File: src/rtl/loop_filter.sv
// ============================================================================
// loop_filter
// ----------------------------------------------------------------------------
// Digital PI loop filter of the ADPLL. Sits directly after the TDC in the
// reference clock domain.
//
// Each accepted TDC sample first has the phase setpoint subtracted from it.
// The resulting error then passes through a proportional path and an
// integral path. Their sum, taken around the DCO centre code, becomes a
// clamped DCO tuning word.
//
// A gain-switching FSM chooses the loop gain. IDLE and ACQUIRE use the high
// acquisition gains; TRACK uses the low tracking gains. A lock detector
// drives the FSM from the magnitude of the phase error.
//
// Ports
//   i_ref_clk         in   1    single clock, all logic on the rising edge
//   i_reset           in   1    asynchronous, active-high reset
//   i_phase_error     in   10   TDC output {coarse[7:0], fine[1:0]}, unsigned
//   i_phase_valid     in   1    i_phase_error carries a new sample this cycle
//   i_freeze          in   1    hold the loop: drop samples and keep all state
//   o_dco_ctrl        out  TW   DCO tuning word, unsigned
//   o_dco_ctrl_valid  out  1    one-cycle pulse when o_dco_ctrl updates
//   o_locked          out  1    high while the FSM is in TRACK
//   o_fsm_state       out  2    00 IDLE, 01 ACQUIRE, 10 TRACK
//
// Timing
//   A sample accepted at edge k produces its result at edge k+1. The
//   integrator, lock counters, FSM and all outputs update together at that
//   edge. A new sample may be accepted on every cycle.
// ============================================================================
module loop_filter #(
    parameter int TW         = 10,
    parameter int INT_W      = 16,
    parameter int DCO_CENTER = 512,
    parameter int PHASE_TGT  = 512,
    parameter int KP_ACQ     = 0,
    parameter int KI_ACQ     = 2,
    parameter int KP_TRK     = 2,
    parameter int KI_TRK     = 5,
    parameter int LOCK_TOL   = 4,
    parameter int LOCK_CNT   = 16,
    parameter int UNLOCK_TOL = 32,
    parameter int UNLOCK_CNT = 4
) (
    input  logic          i_ref_clk,
    input  logic          i_reset,
    input  logic [9:0]    i_phase_error,
    input  logic          i_phase_valid,
    input  logic          i_freeze,
    output logic [TW-1:0] o_dco_ctrl,
    output logic          o_dco_ctrl_valid,
    output logic          o_locked,
    output logic [1:0]    o_fsm_state
);

    // Internal arithmetic width. Two guard bits above the integrator let the
    // sums overflow into headroom, so saturation and clamping see the true
    // value instead of a wrapped one.
    localparam int AW   = INT_W + 2;
    localparam int LC_W = $clog2(LOCK_CNT + 1);
    localparam int UC_W = $clog2(UNLOCK_CNT + 1);

    localparam logic signed [AW-1:0] INT_MAX  = AW'(2 ** (INT_W - 1) - 1);
    localparam logic signed [AW-1:0] INT_MIN  = -INT_MAX;
    localparam logic signed [AW-1:0] DCO_MAXW = AW'(2 ** TW - 1);
    localparam logic signed [AW-1:0] CENTER_W = AW'(DCO_CENTER);

    typedef enum logic [1:0] {
        ST_IDLE = 2'b00,
        ST_ACQ  = 2'b01,
        ST_TRK  = 2'b10
    } state_t;

    // Symmetric saturation of the integrator to +/-(2^(INT_W-1)-1).
    function automatic logic signed [INT_W-1:0] sat_integ(input logic signed [AW-1:0] x);
        logic signed [AW-1:0] y;
        if (x > INT_MAX)
            y = INT_MAX;
        else if (x < INT_MIN)
            y = INT_MIN;
        else
            y = x;
        return y[INT_W-1:0];
    endfunction

    // Clamp the signed tuning sum to the unsigned DCO code range.
    function automatic logic [TW-1:0] clamp_dco(input logic signed [AW-1:0] x);
        logic [TW-1:0] y;
        if (x[AW-1])
            y = '0;
        else if (x > DCO_MAXW)
            y = '1;
        else
            y = x[TW-1:0];
        return y;
    endfunction

    // ------------------------------------------------------------------------
    // Stage 1: phase error against the setpoint
    // ------------------------------------------------------------------------
    logic signed [10:0] w_err_in;
    logic               w_accept;
    logic signed [10:0] r_err_p0;
    logic               r_vld_p0;

    assign w_err_in = $signed({1'b0, i_phase_error}) - $signed(11'(PHASE_TGT));
    assign w_accept = i_phase_valid & ~i_freeze;

    always_ff @(posedge i_ref_clk or posedge i_reset) begin
        if (i_reset)
            r_vld_p0 <= 1'b0;
        else
            r_vld_p0 <= w_accept;
    end

    always_ff @(posedge i_ref_clk) begin
        if (w_accept)
            r_err_p0 <= w_err_in;
    end

    // ------------------------------------------------------------------------
    // Stage 2: PI filter, lock detector, FSM and output registers
    // ------------------------------------------------------------------------
    state_t                   r_state;
    logic signed [INT_W-1:0]  r_integ;
    logic [LC_W-1:0]          r_lock_cnt;
    logic [UC_W-1:0]          r_unlock_cnt;
    logic [TW-1:0]            r_dco;
    logic                     r_dco_vld;
    logic                     r_locked;

    logic signed [AW-1:0]     w_err_w;
    logic signed [AW-1:0]     w_p;
    logic signed [AW-1:0]     w_i_inc;
    logic signed [AW-1:0]     w_integ_sum;
    logic signed [INT_W-1:0]  w_integ_next;
    logic signed [AW-1:0]     w_sum;
    logic [TW-1:0]            w_dco_next;
    logic [10:0]              w_abs_err;
    logic                     w_in_lock;
    logic                     w_out_lock;

    always_comb begin
        w_err_w = {{(AW - 11){r_err_p0[10]}}, r_err_p0};

        // IDLE shares the acquisition gains, so the very first sample is
        // already filtered the way ACQUIRE would filter it.
        if (r_state == ST_TRK) begin
            w_p     = w_err_w >>> KP_TRK;
            w_i_inc = w_err_w >>> KI_TRK;
        end else begin
            w_p     = w_err_w >>> KP_ACQ;
            w_i_inc = w_err_w >>> KI_ACQ;
        end

        w_integ_sum  = {{2{r_integ[INT_W-1]}}, r_integ} + w_i_inc;
        w_integ_next = sat_integ(w_integ_sum);
        w_sum        = CENTER_W + w_p + {{2{w_integ_next[INT_W-1]}}, w_integ_next};
        w_dco_next   = clamp_dco(w_sum);

        // |e| fits in 11 unsigned bits, even for e = -512.
        w_abs_err  = r_err_p0[10] ? $unsigned(-r_err_p0) : $unsigned(r_err_p0);
        w_in_lock  = (w_abs_err <= 11'(LOCK_TOL));
        w_out_lock = (w_abs_err >  11'(UNLOCK_TOL));
    end

    always_ff @(posedge i_ref_clk or posedge i_reset) begin
        if (i_reset) begin
            r_state      <= ST_IDLE;
            r_integ      <= '0;
            r_lock_cnt   <= '0;
            r_unlock_cnt <= '0;
            r_dco        <= TW'(DCO_CENTER);
            r_dco_vld    <= 1'b0;
            r_locked     <= 1'b0;
        end else begin
            r_dco_vld <= r_vld_p0;
            if (r_vld_p0) begin
                r_integ <= w_integ_next;
                r_dco   <= w_dco_next;
                case (r_state)
                    ST_IDLE, ST_ACQ: begin
                        // The sample that leaves IDLE already counts toward lock.
                        r_state <= ST_ACQ;
                        if (w_in_lock) begin
                            if (r_lock_cnt == LC_W'(LOCK_CNT - 1)) begin
                                r_state    <= ST_TRK;
                                r_locked   <= 1'b1;
                                r_lock_cnt <= '0;
                            end else begin
                                r_lock_cnt <= r_lock_cnt + LC_W'(1);
                            end
                        end else begin
                            r_lock_cnt <= '0;
                        end
                    end
                    ST_TRK: begin
                        if (w_out_lock) begin
                            if (r_unlock_cnt == UC_W'(UNLOCK_CNT - 1)) begin
                                r_state      <= ST_ACQ;
                                r_locked     <= 1'b0;
                                r_unlock_cnt <= '0;
                            end else begin
                                r_unlock_cnt <= r_unlock_cnt + UC_W'(1);
                            end
                        end else begin
                            r_unlock_cnt <= '0;
                        end
                    end
                    default: begin
                        r_state    <= ST_IDLE;
                        r_locked   <= 1'b0;
                        r_lock_cnt <= '0;
                    end
                endcase
            end
        end
    end

    assign o_dco_ctrl       = r_dco;
    assign o_dco_ctrl_valid = r_dco_vld;
    assign o_locked         = r_locked;
    assign o_fsm_state      = r_state;

endmodule

File: config.mk
export PLATFORM = sky130hd
export DESIGN_NAME = loop_filter
export DESIGN_NICKNAME = d
export VERILOG_FILES = /design/src/rtl/loop_filter.sv
export SDC_FILE = /design/constraint.sdc
export NUM_CORES = 1
export LEC_CHECK = 0
export CAP_MARGIN = 5
export CORE_AREA = 5 5 97 99
export CTS_CLUSTER_SIZE = 28
export DETAILED_ROUTE_END_ITERATION = 10
export DIE_AREA = 0 0 102 104
export HOLD_SLACK_MARGIN = 0.1
export PLACE_DENSITY = 0.78
export SETUP_SLACK_MARGIN = 0.2
export SYNTH_ARGS = -nofsm -noshare
export SYNTH_HDL_FRONTEND = slang
export SYNTH_SLANG_ARGS = --single-unit
File: constraint.sdc
create_clock -name i_ref_clk -period 11.65 [get_ports i_ref_clk]
set_clock_uncertainty 0.2 [all_clocks]
set_input_delay 2.33 -clock i_ref_clk [delete_from_list [all_inputs] [get_ports i_ref_clk]]
set_output_delay 2.33 -clock i_ref_clk [all_outputs]
set_load 0.02 [all_outputs]
==> impl_metrics.tcl, run 1 <==
set metrics [dict create \
    drv_slew 0 \
    whs_ps 306 \
    cp.arrival_ps 6800 \
    synthArstFlopShare_pct 79.6 \
    path_cells "nand2_1, nand2_1, ha_1, a21oi_1, o22ai_1, a2111oi_0, o31ai_1, xor2_2, buf_4, maj3_1, ha_1, ha_1, inv_1, fa_1, nand2b_1, a21oi_1, o2111ai_1, a2111oi_0, o22ai_1, a2111oi_4, a31oi_1" \
    synth_ff_type "dfrtp_1" \
    ios 28 \
    first_iter_violations 263 \
    synth_nets 645 \
    synthesis.area_um2 4860 \
    synth_top_area_cell "dfrtp_1" \
    endpoint_kind "flop" \
    crit_type "reg2reg" \
    nFillCells 710 \
    hold_viol 0 \
    clkSinkCount 49 \
    fmax_mhz 146 \
    synth-edff-count 10 \
    postCtsResizedCells 0 \
    wl_mm 12.0 \
    cts_hold_buf 0 \
    htreeDepth 2 \
    core_area_um2 8470 \
    grt_pass1_wl_mm 19.9 \
    cap_violations 0 \
    diodes 0 \
    cts_setup_buffers 0 \
    ys_warn_count 0 \
    synthMostInstantiatedCell "nand2_1" \
    r2r_cells 21 \
    cts-root-buf "clkbuf_8" \
    die_y_um 104 \
    tns_ps 0 \
    io_buffers 27 \
    cts.clk_slew.worst_paths_ps 90 \
    r2r_slack_ps 4810 \
    drc 0 \
    rows 34 \
    min_period_ps 6840 \
    die_area_um2 10600 \
    overflow 0 \
    clk-insertion-delay-late_ps 310 \
    cp_top_family "compound AO/OA/AOI/OAI gates" \
    rr_endpoint "o_dco_ctrl[8]" \
    slowest_delay_ps 980 \
    slew-limit-headroom_pct 37.0 \
    cts_buffers 5 \
    hold_depth 1 \
    post-route-util_pct 62.1 \
    synth_commonest_cells "nand2_1 (63), ha_1 (51), a21oi_1 (44)" \
    period_share_pct 58.7 \
    tritoncts "done" \
    vias_per_cell 6.52 \
    via_count 4571 \
    synthToLayoutAreaGrowth_pct 8.14 \
    worst-path-buf-inv 2 \
    worst-path-stages 21 \
    critPathMostFrequentCell "ha_1" \
    tightest_slew_ps 946 \
    syn_avg_cell_area_um2 8.41 \
    track_usage_pct 22.7 \
    grt_setup_unrepaired "no" \
    hpwl_mm 8.94 \
    layout.cells.non_filler 701 \
    seq_area_frac_synth_pct 26.3 \
    start_util_pct 57.4 \
    die_width_um 102 \
    critical_path.max_fanout 38 \
    required_ps 11610 \
    setup-violations-final 0 \
    drive_gt1_share_pct 7.25 \
    startpoint_type "flop" \
    antenna_found_initial 0 \
    drt-pass1-iter-count 5 \
    nNetsFinal 659 \
    ant_nets 0 \
    ys_ff_latch 49 \
    ys_types 83 \
    hold_start "r_integ[15]" \
    netlist_top_cells_area "dfrtp_1 (20%), ha_1 (13%), edfxtp_1 (6.2%)" \
    routedWlPerCell_um 17.1 \
    grt_max_degree 55 \
    synthCells 578 \
    dp_cells 693 \
    netlist.area_leader.share_pct 19.6 \
    holdPathEnd "r_integ[15]" \
    rr_startpoint "r_err_p0[9]" \
    hold_class "reg2reg" \
    grt_pass1_vias 4181 \
    clockBufferDepth 2 \
    slowest_stage "edfxtp_1" \
    gp_congestion 1.02 \
    status "finished, final reports clean" \
]
==> metrics by stage <==
stage | setup slack, ps | area (um^2)
floorplan | 5760 | 4860
global placement | 5200 | 5170
detailed placement | 4930 | 5170
CTS | 4910 | 5260
global route | 4220 | 5260
finish | 4810 | 5260
==> layout by cell type (no fill, tap or decap), types with 16 or more instances in the layout <==
master / count
o21ai_0: 28
nor2_1: 39
inv_1: 32
clkdlybuf4s50_1: 27
nand3_1: 32
a21oi_1: 44
dfrtp_1: 38
a31oi_1: 16
ha_1: 51
nand2_1: 63
==> flip-flops by register name (all words and copies together) (netlist names) <==
| signal | cells |
|---|---|
| o_dco_ctrl | 10 |
| o_dco_ctrl_valid | 1 |
| o_fsm_state | 2 |
| o_locked | 1 |
| r_err_p0 | 10 |
| r_integ | 16 |
| r_lock_cnt | 5 |
| r_unlock_cnt | 3 |
| r_vld_p0 | 1 |
==> worst max path at each step <==
| stage | startpoint | end |
|---|---|---|
| detailed placement | r_err_p0[9] | o_dco_ctrl[5] |
| global placement | r_err_p0[9] | o_dco_ctrl[8] |
| finish | r_err_p0[9] | o_dco_ctrl[8] |
| global route | o_fsm_state[1] | o_dco_ctrl[6] |
| CTS | r_err_p0[9] | o_dco_ctrl[8] |
| floorplan | o_fsm_state[1] | o_dco_ctrl[3] |
==> worst register-to-register path: stages (launching register included) <==
cell       delay [ps]
edfxtp_1          980
nand2_1           230
nand2_1           160
ha_1              310
a21oi_1           370
o22ai_1           180
a2111oi_0         420
o31ai_1           190
xor2_2            160
buf_4             260
maj3_1            420
ha_1              290
ha_1              180
inv_1              60
fa_1              390
nand2b_1          190
a21oi_1           210
o2111ai_1         200
a2111oi_0         430
o22ai_1           200
a2111oi_4         500
a31oi_1           180
==> metal layers <==
metal / global-route usage [%] / share of wire, % / routed length [um] / vias up
li1: - / - / - / 2189
met1: 33.3 / 46 / 5590 / 2186
met2: 35.0 / 46 / 5570 / 174
met3: 2.62 / 5.6 / 669 / 22
met4: 6.28 / 1.6 / 189 / 0
met5: 0 / 0 / 0 / -
==> kinds of logic after synthesis <==
family	synth area share (%)
buffers and inverters	5.41
AOI/OAI and AO/OA	27.0
muxes	1.49
DFF	26.3
adders and majority gates	16.0
and+or+nand+nor	20.7
xor gates and xnor gates	3.06
==> final cells by class <==
cell class / instances / area (um^2) / area share, %
Clock buffer: 6 / 72.6 / 1.38
Clock inverter: 2 / 15.0 / 0.286
Sequential cell: 49 / 1280 / 24.3
Inverter: 34 / 128 / 2.43
Timing Repair Buffer: 31 / 300 / 5.71
Multi-Input combinational cell: 471 / 3330 / 63.3
Tap cell: 108 / 135 / 2.57
Power of run 1 is not shown: default switching activity piles up to over one toggle a cycle in this logic, so the estimate is an artifact.
==> run 2, diff against run 1 <==
Clock period 11.65 ns to 6.7 ns, I/O delays scaled along.
==> run 2 against run 1 <==
Net effect:
- core utilization increased by 1.3 points
- flip-flop and latch count is the same
- first-iteration DRC count stayed put
- critical path depth up 5
- via count grew 0.63%
- wire length grew 3.0%
- hold slack worse by 7.8 ps
- non-clock buffer count up 9
- maximum frequency grew 10%
- sequential share of layout area shrank 0.49 points
- critical path type unchanged
- highest routed layer unchanged
==> impl_metrics.tcl, run 2 (synthesis results as in run 1) <==
set metrics [dict create \
    cts_buffers 5 \
    slowest_stage "dfrtp_2" \
    start_util_pct 57.4 \
    endpoint_kind "flop" \
    whs_ps 298 \
    dr_wl_met3_um 991 \
    grt_pass1_wl_mm 21.0 \
    drive_gt1_share_pct 10.1 \
    min_period_ps 6210 \
    grt_pass1_vias 4347 \
    core_area_um2 8470 \
    top_layer "met4" \
    gp_congestion 0.886 \
    overflow 0 \
    tightest_slew_ps 831 \
    antenna_found_initial 0 \
    diodes 0 \
    clockBufferDepth 2 \
    grt_setup_unrepaired "no" \
    fmax_mhz 161 \
    final_cell_mix "nand2_1 (63), ha_1 (51), a21oi_1 (41)" \
    slew-limit-headroom_pct 44.5 \
    hold_viol 0 \
    clkSinkCount 49 \
    htreeDepth 2 \
    routedWlPerCell_um 17.4 \
    drc 0 \
    setup-violations-final 0 \
    rows 34 \
    vias_per_cell 6.48 \
    clk-insertion-delay-late_ps 310 \
    cts_hold_buf 0 \
    timing.final.ws_setup_ps 493 \
    period_share_pct 92.6 \
    track_usage_pct 23.8 \
    synthToLayoutAreaGrowth_pct 10.5 \
    largest_reg_flops 16 \
    drt-met1-wl_mm 5.31 \
    cts.clk_slew.worst_paths_ps 90 \
    drt-pass1-iter-count 5 \
    grt_max_degree 43 \
    cap_violations 0 \
    first_iter_violations 263 \
    startpoint_type "flop" \
    regMostFlops "r_integ" \
    hold_class "reg2reg" \
    die_width_um 102 \
    status "finished, final reports clean" \
    met2_length_mm 5.78 \
    layout_commonest_cell "nand2_1" \
    wl_mm 12.4 \
    via_count 4600 \
    die_area_um2 10600 \
    tritoncts "done" \
    dp_slack_ps -100 \
    ant_nets 0 \
    die_y_um 104 \
    required_ps 6670 \
    drv_slew 0 \
    nFillCells 713 \
    ios 28 \
    cts-root-buf "clkbuf_8" \
    hpwl_mm 9.22 \
    slowest_delay_ps 460 \
    cp.arrival_ps 6180 \
    crit_type "reg2reg" \
    critical_path.max_fanout 10 \
    io_buffers 27 \
    nNetsFinal 668 \
]
run 2: area by class of cell:
| class | count | area [um^2] | share of cell area, % |
|---|---|---|---|
| multi-input combinational | 471 | 3370 | 62.8 |
| sequential | 49 | 1280 | 23.8 |
| timing repair buffer | 40 | 368 | 6.85 |
| tap | 108 | 135 | 2.52 |
| inverter | 34 | 128 | 2.38 |
| clock buffer | 6 | 72.6 | 1.35 |
| clock inverter | 2 | 15.0 | 0.280 |
run 2: metal layers:
layer  vias up  global-route usage [%]
met5         -                       0
met4         0                    7.87
met3        30                    3.35
met2       201                    38.2
met1      2164                    32.8
li1       2205                       -
run 2: final timing paths:
check / startpoint / to / slack [ps] / depth (start not counted)
worst max-delay path: o_fsm_state[1] / o_dco_ctrl[7] / 490 / 26
worst min-delay path: r_unlock_cnt[2] / r_unlock_cnt[2] / 300 / 1
worst max register to register: o_fsm_state[1] / o_dco_ctrl[7] / 490 / 26
worst min register to register: r_unlock_cnt[2] / r_unlock_cnt[2] / 300 / 1
max in group asynchronous: i_reset / o_dco_ctrl[9] / 4640 / 3
min in group asynchronous: i_reset / r_integ[8] / 1270 / 3
run 2: stage by stage:
step                      TNS [ps]  std cells  util (%)  instance area, um^2
after floorplan                  0        578         -                 4860
after global placement           0        698      61.5                 5200
after detailed placement      -813        698      61.5                 5200
after CTS                        0        710      62.9                 5330
after global routing             0        710      63.4                 5370
final                            0        710      63.4                 5370
run 2: worst max-delay path: cells and delay by family (launching register included):
kind / cells / cell delay (ps)
and+or+nand+nor: 8 / 1670
xor gates and xnor gates: 1 / 140
DFF: 1 / 460
adders and majority gates: 5 / 1340
AOI/OAI and AO/OA: 8 / 1770
buffers and inverters: 4 / 470
run 2: timing repair:
item / in CTS / in global routing
gates resized for setup: 2 / 11
buffers inserted: 4 / 0
setup endpoints to repair: 10 / 10
gates cloned: 0 / 0
pin swaps: 2 / 0
Power of run 2 is left out for the same reason.
==> run 3, diff against run 2 <==
Settings changed: CTS_CLUSTER_SIZE 28 to 8, SLEW_MARGIN from default to 25.
==> results of run 3 <==
Final layout, timing and power as in run 2 (identical DEF).
Power of run 3 is left out for the same reason.
